<file path="src/rtl/rst_seq_pkg.sv">
// rtl/rst_seq_pkg.sv - state encoding and parameter defaults for the reset sequencer
package rst_seq_pkg;

  localparam logic [1:0] ST_ASSERT  = 2'b00;
  localparam logic [1:0] ST_RELEASE = 2'b01;
  localparam logic [1:0] ST_IDLE    = 2'b10;

  localparam int unsigned NUM_DOMAINS_DEF    = 3;
  localparam int unsigned HOLD_CYCLES_DEF    = 16;
  localparam int unsigned STAGGER_CYCLES_DEF = 4;
  localparam int unsigned WDOG_TIMEOUT_DEF   = 1024;

  localparam int unsigned CNT_W  = 8;
  localparam int unsigned WDOG_W = 16;

endpackage

</file>
<file path="src/rtl/rst_seq_cnt.sv">
// rtl/rst_seq_cnt.sv - clearable up-counter with terminal-count compare
module rst_seq_cnt
  import rst_seq_pkg::*;
#(
  parameter int unsigned WIDTH = CNT_W
) (
  input  logic             clk_i,
  input  logic             rst_ni,
  input  logic             clr_i,
  input  logic             en_i,
  input  logic [WIDTH-1:0] term_i,
  output logic             tc_o
);

  logic [WIDTH-1:0] cnt_q, cnt_d;

  always_comb begin
    cnt_d = cnt_q;
    if (clr_i) begin
      cnt_d = '0;
    end else if (en_i) begin
      cnt_d = cnt_q + WIDTH'(1);
    end
  end

  always_ff @(posedge clk_i or negedge rst_ni) begin
    if (!rst_ni) begin
      cnt_q <= '0;
    end else begin
      cnt_q <= cnt_d;
    end
  end

  // Terminal value is always below the wrap point, so the counter never saturates.
  assign tc_o = (cnt_q == term_i);

endmodule

</file>
<file path="src/rtl/rst_seq.sv">
// rtl/rst_seq.sv - staggered multi-domain reset sequencer; RST_SEQ_WDOG_EN adds an idle watchdog
module rst_seq
  import rst_seq_pkg::*;
#(
  parameter int unsigned NUM_DOMAINS    = NUM_DOMAINS_DEF,
  parameter int unsigned HOLD_CYCLES    = HOLD_CYCLES_DEF,
  parameter int unsigned STAGGER_CYCLES = STAGGER_CYCLES_DEF
`ifdef RST_SEQ_WDOG_EN
  , parameter int unsigned WDOG_TIMEOUT = WDOG_TIMEOUT_DEF
`endif
) (
  input  logic                   clk_i,
  input  logic                   rst_ni,
  input  logic                   sw_rst_req_i,
`ifdef RST_SEQ_WDOG_EN
  input  logic                   wdog_kick_i,
  output logic                   wdog_flag_o,
`endif
  output logic [NUM_DOMAINS-1:0] rst_out_o,
  output logic                   sw_rst_ack_o,
  output logic                   busy_o
);

  localparam logic [CNT_W-1:0] HOLD_TERM = CNT_W'(HOLD_CYCLES - 1);
  localparam logic [CNT_W-1:0] STAG_TERM = CNT_W'(STAGGER_CYCLES - 1);

  logic [1:0]             state_q, state_d;
  logic [NUM_DOMAINS-1:0] rst_out_q, rst_out_d;
  logic                   armed_q, armed_d;
  logic                   served_q, served_d;
  logic                   accept;
  logic                   wdog_fire;
  logic                   cnt_clr, cnt_en, cnt_tc;
  logic [CNT_W-1:0]       cnt_term;

  assign accept = sw_rst_req_i && armed_q &&
                  ((state_q == ST_RELEASE) || (state_q == ST_IDLE));

  always_comb begin
    state_d   = state_q;
    rst_out_d = rst_out_q;
    armed_d   = armed_q;
    served_d  = served_q;
    cnt_clr   = 1'b0;
    cnt_en    = 1'b0;
    cnt_term  = HOLD_TERM;

    if (!sw_rst_req_i) begin
      armed_d  = 1'b1;
      served_d = 1'b0;
    end

    if (accept || wdog_fire) begin
      state_d   = ST_ASSERT;
      rst_out_d = '0;
      cnt_clr   = 1'b1;
      if (accept) begin
        armed_d  = 1'b0;
        served_d = 1'b1;
      end
    end else begin
      case (state_q)
        ST_ASSERT: begin
          cnt_en    = 1'b1;
          rst_out_d = '0;
          if (cnt_tc) begin
            cnt_clr   = 1'b1;
            rst_out_d = NUM_DOMAINS'(1);
            state_d   = (&rst_out_d) ? ST_IDLE : ST_RELEASE;
          end
        end
        ST_RELEASE: begin
          cnt_en   = 1'b1;
          cnt_term = STAG_TERM;
          if (cnt_tc) begin
            // Released bits form a contiguous run from bit 0, so shift in the next one.
            cnt_clr   = 1'b1;
            rst_out_d = (rst_out_q << 1) | NUM_DOMAINS'(1);
            if (&rst_out_d) begin
              state_d = ST_IDLE;
            end
          end
        end
        ST_IDLE: begin
          cnt_clr = 1'b1;
        end
        default: begin
          state_d   = ST_ASSERT;
          rst_out_d = '0;
          cnt_clr   = 1'b1;
        end
      endcase
    end
  end

  always_ff @(posedge clk_i or negedge rst_ni) begin
    if (!rst_ni) begin
      state_q   <= ST_ASSERT;
      rst_out_q <= '0;
      armed_q   <= 1'b0;
      served_q  <= 1'b0;
    end else begin
      state_q   <= state_d;
      rst_out_q <= rst_out_d;
      armed_q   <= armed_d;
      served_q  <= served_d;
    end
  end

  rst_seq_cnt #(
    .WIDTH(CNT_W)
  ) u_seq_cnt (
    .clk_i (clk_i),
    .rst_ni(rst_ni),
    .clr_i (cnt_clr),
    .en_i  (cnt_en),
    .term_i(cnt_term),
    .tc_o  (cnt_tc)
  );

`ifdef RST_SEQ_WDOG_EN
  localparam logic [WDOG_W-1:0] WDOG_TERM = WDOG_W'(WDOG_TIMEOUT - 1);

  logic wd_tc;
  logic wd_flag_q, wd_flag_d;
  logic wd_clr;

  assign wd_clr    = (state_q != ST_IDLE) || wdog_kick_i || wd_tc || accept;
  assign wdog_fire = (state_q == ST_IDLE) && wd_tc && !wdog_kick_i;
  assign wd_flag_d = wd_flag_q | wdog_fire;

  rst_seq_cnt #(
    .WIDTH(WDOG_W)
  ) u_wdog_cnt (
    .clk_i (clk_i),
    .rst_ni(rst_ni),
    .clr_i (wd_clr),
    .en_i  (state_q == ST_IDLE),
    .term_i(WDOG_TERM),
    .tc_o  (wd_tc)
  );

  always_ff @(posedge clk_i or negedge rst_ni) begin
    if (!rst_ni) begin
      wd_flag_q <= 1'b0;
    end else begin
      wd_flag_q <= wd_flag_d;
    end
  end

  assign wdog_flag_o = wd_flag_q;
`else
  assign wdog_fire = 1'b0;
`endif

  assign rst_out_o    = rst_out_q;
  assign busy_o       = (state_q != ST_IDLE);
  assign sw_rst_ack_o = (state_q == ST_IDLE) && served_q;

endmodule
</file>
<file path="config.mk">
export PLATFORM = sky130hd
export DESIGN_NAME = rst_seq
export DESIGN_NICKNAME = d
export VERILOG_FILES = /design/src/rtl/rst_seq_pkg.sv /design/src/rtl/rst_seq_cnt.sv /design/src/rtl/rst_seq.sv
export SDC_FILE = /design/constraint.sdc
export NUM_CORES = 1
export LEC_CHECK = 0
export BUFFER_PORTS_ARGS = -buffer_cell sky130_fd_sc_hd__clkbuf_2
export CELL_PAD_IN_SITES_DETAIL_PLACEMENT = 0
export CELL_PAD_IN_SITES_GLOBAL_PLACEMENT = 1
export CORE_MARGIN = 3
export CORE_UTILIZATION = 46
export CTS_BUF_LIST = sky130_fd_sc_hd__clkbuf_8
export CTS_CLUSTER_SIZE = 8
export DETAILED_ROUTE_END_ITERATION = 16
export GPL_TIMING_DRIVEN = 0
export PLACE_DENSITY_LB_ADDON = 0.1
export REMOVE_ABC_BUFFERS = 1
export SYNTH_ARGS = -nofsm -noshare
export SYNTH_HDL_FRONTEND = slang
export SYNTH_SLANG_ARGS = --single-unit
</file>
<file path="constraint.sdc">
create_clock -name clk_i -period 2 [get_ports clk_i]
set_input_delay 0 -clock clk_i [delete_from_list [all_inputs] [get_ports clk_i]]
set_output_delay 0 -clock clk_i [all_outputs]
set_load 0.02 [all_outputs]
</file>
==> reports/metrics.csv, run 1 <==
stage,metric,value,unit
power,Seq pwr share,0.373,
synthesis,Synth warnings,0,
floorplanning,# IOs,8,
cts,Worst-path clk slew,70,ps
floorplanning,die width,49.2,um
power,Internal,0.713,mW
synthesis,sequential share of the synthesized area,0.437,
critical_path,Worst path slowest cell,dfrtp_1,
critical_path,CP required,2170,ps
cts,CTS tree,done,
cts,worst skew pair latency,250,ps
sta,max-slew violation count,0,
critical_path,crit path kind,flip-flop to flip-flop,
sta,Final Skew,5.57,ps
critical_path,critical path cell sequence,inv_1 -> ha_4 -> a21boi_4 -> mux2i_4 -> o221ai_4 -> o221ai_1,
flow_run,Max-Cap Viols,0,
synthesis,Post-Synth XOR/XNOR Area,0.0612,
drt,Detailed Route Iter0 Violations,25,
synthesis,largest area contributor in the netlist,dfrtp_1,
synthesis,Synth top area share,0.437,
cts,CTS buffer count,3,
sta,final hold violations,0,
global_routing,GRT Residual Overflow,0,
synthesis,post-synthesis compound-gate area fraction,0.144,
sta,worst-margin pin slew,384,ps
synthesis,Cell variety after synth,31,
layout,total of fill cells in the finished design,151,
critical_path,Worst path max stage delay,400,ps
synthesis,synth cell count leaders,"dfrtp_1 (15), nor2_1 (11), nand2_1 (10)",
floorplanning,area of the core,1630,sq um
synthesis,Gate Count Post-Synth,89,
power,Sw Ratio,0.387,
synthesis,Mapped Area,858,sq um
layout,Multi-input gate area,480,sq um
drt,number of vias per cell,5.53,
cts,clock sink count,15,
drt,drt drc,0,
global_routing,maximum number of pins on one net before global-route repair,16,
global_routing,global-route wire length before repair,3120,um
drt,Vias,680,
power,combinational group share of total power,0.413,
synthesis,"Async S/R FF share, synth",1.00,
critical_path,crit path to,state_q[0],
placed_design,Post-DP Area,903,sq um
floorplanning,row count,14,
critical_path,Critical Path Stages,6,
synthesis,post-synthesis mux area share,0.0248,
critical_path,Startpoint Class,flip-flop,
global_routing,gr usage total,0.167,
sta,Slew headroom,0.744,
synthesis,post-synthesis adder-cell area fraction,0.0583,
placed_design,RD Place Congestion,0.776,
layout,non-filler instance count after layout,123,
cts,H-tree depth,1,
power,switching power,0.450,mW
critical_path,"delay-heaviest family, CP",compound AO/OA/AOI/OAI gates,
synthesis,ys flop type,dfrtp_1,
critical_path,CP arrival,2050,ps
layout,fin area,1000,sq um
sta,Hold Slack,17.1,ps
cts,root buffer cell,clkbuf_8,
sta,final setup fails,0,
synthesis,Syn Area/Cell,9.64,sq um
placed_design,Place WS,-163,ps
placed_design,port bufs,7,
min_path,hold path depth,2,
sta,fin crit period,1880,ps
layout,Final #Nets,107,
synthesis,largest cells by area after synthesis,"dfrtp_1 (44%), ha_1 (5.8%), xor2_1 (5.1%)",
global_routing,antenna violations before repair,0,
critical_path,worst path bufs/invs,1,
critical_path,CP startpoint,state_q[1],
power,Peak VDD IR,0.656,mV
synthesis,most common cell in the netlist,dfrtp_1,
layout,Layout Area Growth over Synthesis,16.9,%
sta,final worst setup slack,115,ps
cts,CTS max path bufs,2,
placed_design,hpwl dp,1210,um
power,leakage power,0.455,nW
layout,Reg area,375,sq um
critical_path,R2R cell count,6,
placed_design,dpl cells,117,
synthesis,number of flops mapped to enable cells by yosys,0,
critical_path,Crit Reg-Reg Startpoint,state_q[1],
power,Clock Power Share,0.214,
drt,Routed WL,1720,um
floorplanning,Die ar.,2420,sq um
critical_path,Worst R2R End,state_q[0],
critical_path,Setup crit end kind,flip-flop,
status,run status,"complete, no violations",
min_path,Hold Path Class,primary input to flip-flop,
synthesis,post-synthesis simple-gate area fraction,0.229,
floorplanning,height of the die,49.2,um
global_routing,vias in the first global route,661,
synthesis,largest family of logic cells by synthesized area,simple AND/OR/NAND/NOR gates,
drt,per-cell routed wire length,14.0,um
critical_path,flop2flop setup slack,120,ps
sta,fmax,531,MHz
critical_path,crit path max fanout,10,
layout,number of diodes,0,
sta,crit share post-route,0.942,
floorplanning,Initial Utilization,0.527,
drt,TritonRoute pass-1 iters,4,
synthesis,Seq cells post-synth,15,
sta,RSZ-0062 raised after global routing,false,
drt,Antenna Nets Post-Route,0,
layout,share of layout cells above drive strength 1,0.192,
power,PwrDens,1160,nW/um^2
-- per-stage QoR --
step           utilization  TNS, ps  power (mW)
2_1_floorplan            -        0       0.737
3_3_place_gp         0.555     -867       0.833
3_5_place_dp         0.555     -729       0.835
4_1_cts              0.605        0        1.14
5_1_grt              0.616        0        1.26
6_report             0.616        0        1.16
-- layout by cell type (no fill, tap or decap), drive strengths merged --
master | netlist | routed
o211ai | 3 | 3
dlygate4sd3 | 0 | 1
and2 | 2 | 2
and3 | 3 | 3
nor3 | 1 | 1
nor2 | 11 | 11
or4 | 1 | 1
ha | 4 | 4
nand2 | 10 | 10
xor2 | 5 | 5
a311oi | 1 | 1
a32oi | 1 | 1
buf | 2 | 1
nand4 | 4 | 4
o221ai | 2 | 2
clkbuf | 1 | 10
clkinv | 0 | 1
mux2i | 1 | 1
dfrtp | 15 | 15
a31oi | 2 | 2
nand3 | 5 | 5
o21ai | 2 | 2
or2b | 1 | 1
inv | 5 | 5
a21oi | 1 | 1
a22o | 1 | 1
nor2b | 2 | 2
a21boi | 1 | 1
xnor2 | 1 | 1
mux2 | 1 | 1
-- worst min-delay path by stage --
stage,startpoint,slack (ps),endpoint
3_3_place_gp,rst_ni,-70,u_seq_cnt.cnt_q[6]
4_1_cts,sw_rst_req_i,20,armed_q
2_1_floorplan,rst_ni,-300,armed_q
6_report,sw_rst_req_i,20,armed_q
5_1_grt,sw_rst_req_i,20,armed_q
3_5_place_dp,rst_ni,-60,u_seq_cnt.cnt_q[6]
-- layout make-up --
class / instances / share of cell area
Sequential cell: 15 / 0.374
Clock inverter: 1 / 0.00499
Tap cell: 24 / 0.0299
Clock buffer: 3 / 0.0411
Multi-Input combinational cell: 66 / 0.479
Inverter: 5 / 0.0187
Timing Repair Buffer: 9 / 0.0524
-- flip-flops by register name (all words and copies together), names as in the netlist --
signal / cells
rst_out_o: 3
state_q: 2
u_seq_cnt.cnt_q: 8
armed_q: 1
served_q: 1
-- routing by layer --
layer / vias up / GRT usage / routed length (um)
met4: 0 / 0.0711 / 27
met5: - / 0 / 0
met2: 12 / 0.252 / 733
met3: 4 / 0.0306 / 58
li1: 333 / - / -
met1: 331 / 0.232 / 896
-- worst reg2reg max path, delay by kind of cell (launching register included) --
kind                     cells  cell delay [ps]
adder cells (fa/ha/maj)      1              220
multiplexers                 1              330
flip-flops                   1              400
buffers and inverters        1              150
AO/OA/AOI/OAI                3              710
-- logic make-up after synthesis --
family,Yosys count
flops,15
simple gates,40
buf+inv,8
fa+ha+maj,4
mux,2
compound gates,14
xor+xnor,6
-- power groups by stage --
| stage | Combinational [mW] | Sequential (mW) | Clock [mW] |
|---|---|---|---|
| after global routing | 0.542 | 0.444 | 0.272 |
| final | 0.481 | 0.434 | 0.248 |
| after detailed placement | 0.403 | 0.433 | 0 |
| after global placement | 0.405 | 0.428 | 0 |
| after floorplan | 0.310 | 0.427 | 0 |
| after CTS | 0.461 | 0.428 | 0.253 |
-- what timing repair did --
| action | 4_1_cts | 5_1_grt |
|---|---|---|
| resized for setup | 4 | 1 |
| setup endpoints to repair | 10 | 7 |
| endpoints found under the hold margin | 15 | 0 |
| hold buffers | 1 | 0 |
| setup buffers | 0 | 1 |
| pin swaps | 0 | 0 |
(Power assumes the default switching activity.)
==> run 2: changes to the inputs <==
--- a/config.mk
+++ b/config.mk
@@ -5,11 +5,13 @@
 export SDC_FILE = /design/constraint.sdc
 export NUM_CORES = 1
 export LEC_CHECK = 0
+export ABC_AREA = 1
 export BUFFER_PORTS_ARGS = -buffer_cell sky130_fd_sc_hd__clkbuf_2
+export CAP_MARGIN = 30
 export CELL_PAD_IN_SITES_DETAIL_PLACEMENT = 0
 export CELL_PAD_IN_SITES_GLOBAL_PLACEMENT = 1
 export CORE_MARGIN = 3
-export CORE_UTILIZATION = 46
+export CORE_UTILIZATION = 44
 export CTS_BUF_LIST = sky130_fd_sc_hd__clkbuf_8
 export CTS_CLUSTER_SIZE = 8
 export DETAILED_ROUTE_END_ITERATION = 16
==> reports/metrics.csv, run 2 <==
stage,metric,value,unit,change
critical_path,CP arrival,1750,ps,-300 ps
drt,Met2 Wirelength,636,um,-13%
drt,TritonRoute pass-1 iters,4,,unchanged
synthesis,sequential share of the synthesized area,0.445,,+0.00779
layout,"most common cell after layout, fill and taps aside",nand2_1,,
critical_path,Worst path max stage delay,360,ps,-40 ps
synthesis,Gate Count Post-Synth,109,,+22%
placed_design,port bufs,7,,unchanged
placed_design,dpl cells,140,,+20%
critical_path,crit path kind,flip-flop to flip-flop,,
synthesis,Syn Area/Cell,7.74,sq um,-20%
sta,crit share post-route,0.809,,-0.134
critical_path,R2R cell count,9,,+3
cts,CTS max path bufs,2,,unchanged
global_routing,maximum number of pins on one net before global-route repair,16,,unchanged
synthesis,Cell variety after synth,14,,-55%
critical_path,Worst R2R End,state_q[1],,
drt,number of vias per cell,4.48,,-19%
critical_path,CP required,2140,ps,-30 ps
layout,Layout Area Growth over Synthesis,14.2,%,
critical_path,critical path cell sequence,inv_1 -> ha_1 -> nand3_1 -> o21ai_0 -> inv_1 -> nand2_2 -> nand2_1 -> nand2_1 -> nand2_1,,
cts,CTS tree,done,,
drt,Routed WL,1440,um,-16%
global_routing,GRT Residual Overflow,0,,unchanged
drt,met3 WL post-DR,35,um,-40%
synthesis,Seq cells post-synth,15,,unchanged
sta,max-slew violation count,0,,unchanged
critical_path,Crit Reg-Reg Startpoint,state_q[0],,
synthesis,number of flops mapped to enable cells by yosys,0,,unchanged
sta,Final Skew,2.01,ps,-3.56 ps
synthesis,largest cells by area after synthesis,"dfrtp_1 (45%), nand2_1 (17%), inv_1 (7.6%)",,
critical_path,crit path max fanout,11,,+1
critical_path,Setup crit end kind,flip-flop,,
critical_path,CP most frequent cell,nand2_1,,
synthesis,most common cell in the netlist,nand2_1,,
power,PwrDens,1280,nW/um^2,+10%
layout,number of diodes,0,,unchanged
critical_path,"delay-heaviest family, CP",simple AND/OR/NAND/NOR gates,,
layout,non-filler instance count after layout,146,,+19%
floorplanning,Initial Utilization,0.478,,-0.0489
layout,most frequent cells in the layout,"nand2_1 (38), inv_1 (18), dfrtp_1 (15)",,
synthesis,Synth top area share,0.445,,+0.00779
drt,Post-Route M1 WL,751,um,-16%
cts,root buffer cell,clkbuf_8,,
critical_path,Startpoint Class,flip-flop,,
floorplanning,area of the core,1760,sq um,+8.3%
flow_run,Max-Cap Viols,0,,unchanged
critical_path,crit path to,state_q[1],,
power,Peak VDD IR,0.698,mV,+6.4%
sta,Slew headroom,0.747,,+0.00269
cts,worst skew pair latency,240,ps,about the same
cts,cts hold-fix bufs,2,,+1
drt,drt drc,0,,unchanged
sta,final setup fails,0,,unchanged
critical_path,flop2flop setup slack,380,ps,+270 ps
layout,Largest register FFs,8,,unchanged
sta,TNS Setup,0,ps,unchanged
drt,Antenna Nets Post-Route,0,,unchanged
sta,final hold violations,0,,unchanged
layout,share of layout cells above drive strength 1,0.140,,-0.0514
placed_design,RD Place Congestion,0.765,,-1.5%
synthesis,Mapped Area,843,sq um,-1.7%
synthesis,Synth warnings,0,,unchanged
synthesis,"Async S/R FF share, synth",1.00,,unchanged
cts,CTS buffer count,3,,unchanged
synthesis,ys flop type,dfrtp_1,,
critical_path,worst path bufs/invs,2,,+1
drt,Detailed Route Iter0 Violations,8,,-68%
global_routing,gr usage total,0.144,,-0.0238
sta,fin crit period,1620,ps,-267 ps
cts,clock sink count,15,,unchanged
cts,H-tree depth,1,,unchanged
cts,Worst-path clk slew,60,ps,about the same
drt,per-cell routed wire length,9.87,um,-29%
critical_path,Critical Path Stages,9,,+3
global_routing,vias in the first global route,631,,-4.5%
floorplanning,row count,15,,+1
layout,Final #Nets,129,,+21%
critical_path,CP startpoint,state_q[0],,
floorplanning,# IOs,8,,unchanged
drt,top layer in use,met4,,
power,Tot Pwr,1.23,mW,+5.9%
sta,fmax,618,MHz,+17%
cts,post-CTS setup buffer count,0,,unchanged
floorplanning,Die ar.,2480,sq um,+2.4%
layout,Biggest register,u_seq_cnt.cnt_q,,
synthesis,largest area contributor in the netlist,dfrtp_1,,
floorplanning,height of the die,49.8,um,+1.2%
cts,post-CTS sizing,0,,-4
global_routing,antenna violations before repair,0,,unchanged
sta,RSZ-0062 raised after global routing,false,,
min_path,Hold Path Class,primary input to asynchronous set/reset pin,,
synthesis,synth cell count leaders,"nand2_1 (38), inv_1 (17), dfrtp_1 (15)",,
floorplanning,die width,49.8,um,+1.2%
sta,worst-margin pin slew,380,ps,-4.04 ps
critical_path,Worst path slowest cell,dfrtp_1,,
global_routing,global-route wire length before repair,2680,um,-14%
power,leakage power,0.546,nW,+20%
status,run status,"complete, no violations",,
placed_design,hpwl dp,1080,um,-11%
drt,Vias,654,,-3.8%
[run 2: cell types whose count changed in the layout (fill, tap and decap cells not counted), moves of 3 or more]
| cell | change |
|---|---|
| nand2_1 | +28 |
| inv_1 | +13 |
| nand2_2 | +4 |
| nand4_1 | -4 |
| and3_1 | -3 |
| nand3_1 | +3 |
| nor3b_2 | +3 |
[run 2: how the worst min path moves through the flow]
stage | slack [ps] | endpoint | cells past startpoint
floorplan | -300 | armed_q | 0
global placement | -70 | u_seq_cnt.cnt_q[6] | 1
detailed placement | -60 | u_seq_cnt.cnt_q[5] | 1
CTS | 210 | u_seq_cnt.cnt_q[7] | 2
global route | 240 | u_seq_cnt.cnt_q[5] | 2
finish | 200 | u_seq_cnt.cnt_q[7] | 2
[run 2: layer usage]
layer	vias up	GRT usage
met2	6	0.209
li1	352	-
met1	294	0.191
met4	0	0.0829
met5	-	0
met3	2	0.0363
[run 2: cell type report]
| type | count | area (sq um) |
|---|---|---|
| Tap cell | 25 | 31.3 |
| Fill cell | 189 | 801 |
| Clock buffer | 3 | 41.3 |
| Timing Repair Buffer | 9 | 55.1 |
| Clock inverter | 1 | 3.75 |
| Sequential cell | 15 | 375 |
| Multi-Input combinational cell | 75 | 389 |
| Inverter | 18 | 67.6 |
[run 2: stage by stage]
stage	utilization	hold WS, ps	setup slack, ps	area, sq um
floorplan	-	-296	574	832
global placement	0.509	-67.9	377	898
detailed placement	0.509	-63.9	363	898
CTS	0.546	210	355	963
global route	0.546	235	185	963
finish	0.546	205	383	963
[run 2: worst register-to-register path, stage by stage (launching register included)]
cell,delay [ps]
dfrtp_1,360
inv_1,70
ha_1,300
nand3_1,160
o21ai_0,120
inv_1,60
nand2_2,220
nand2_1,110
nand2_1,70
nand2_1,40
[run 2: cell families after synthesis]
group                      count (synthesis)  share of synthesized area
DFF                                       15                      0.445
AOI/OAI and AO/OA                          2                     0.0119
and+or+nand+nor                           66                      0.359
buffers and inverters                     19                     0.0935
xor gates and xnor gates                   3                     0.0312
adders and majority gates                  4                     0.0593
[run 2: report_power, final]
part	internal (mW)	leakage, nW	switching [mW]
clock	0.136	0.0269	0.102
sequential	0.391	0.198	0.0652
combinational	0.180	0.321	0.359
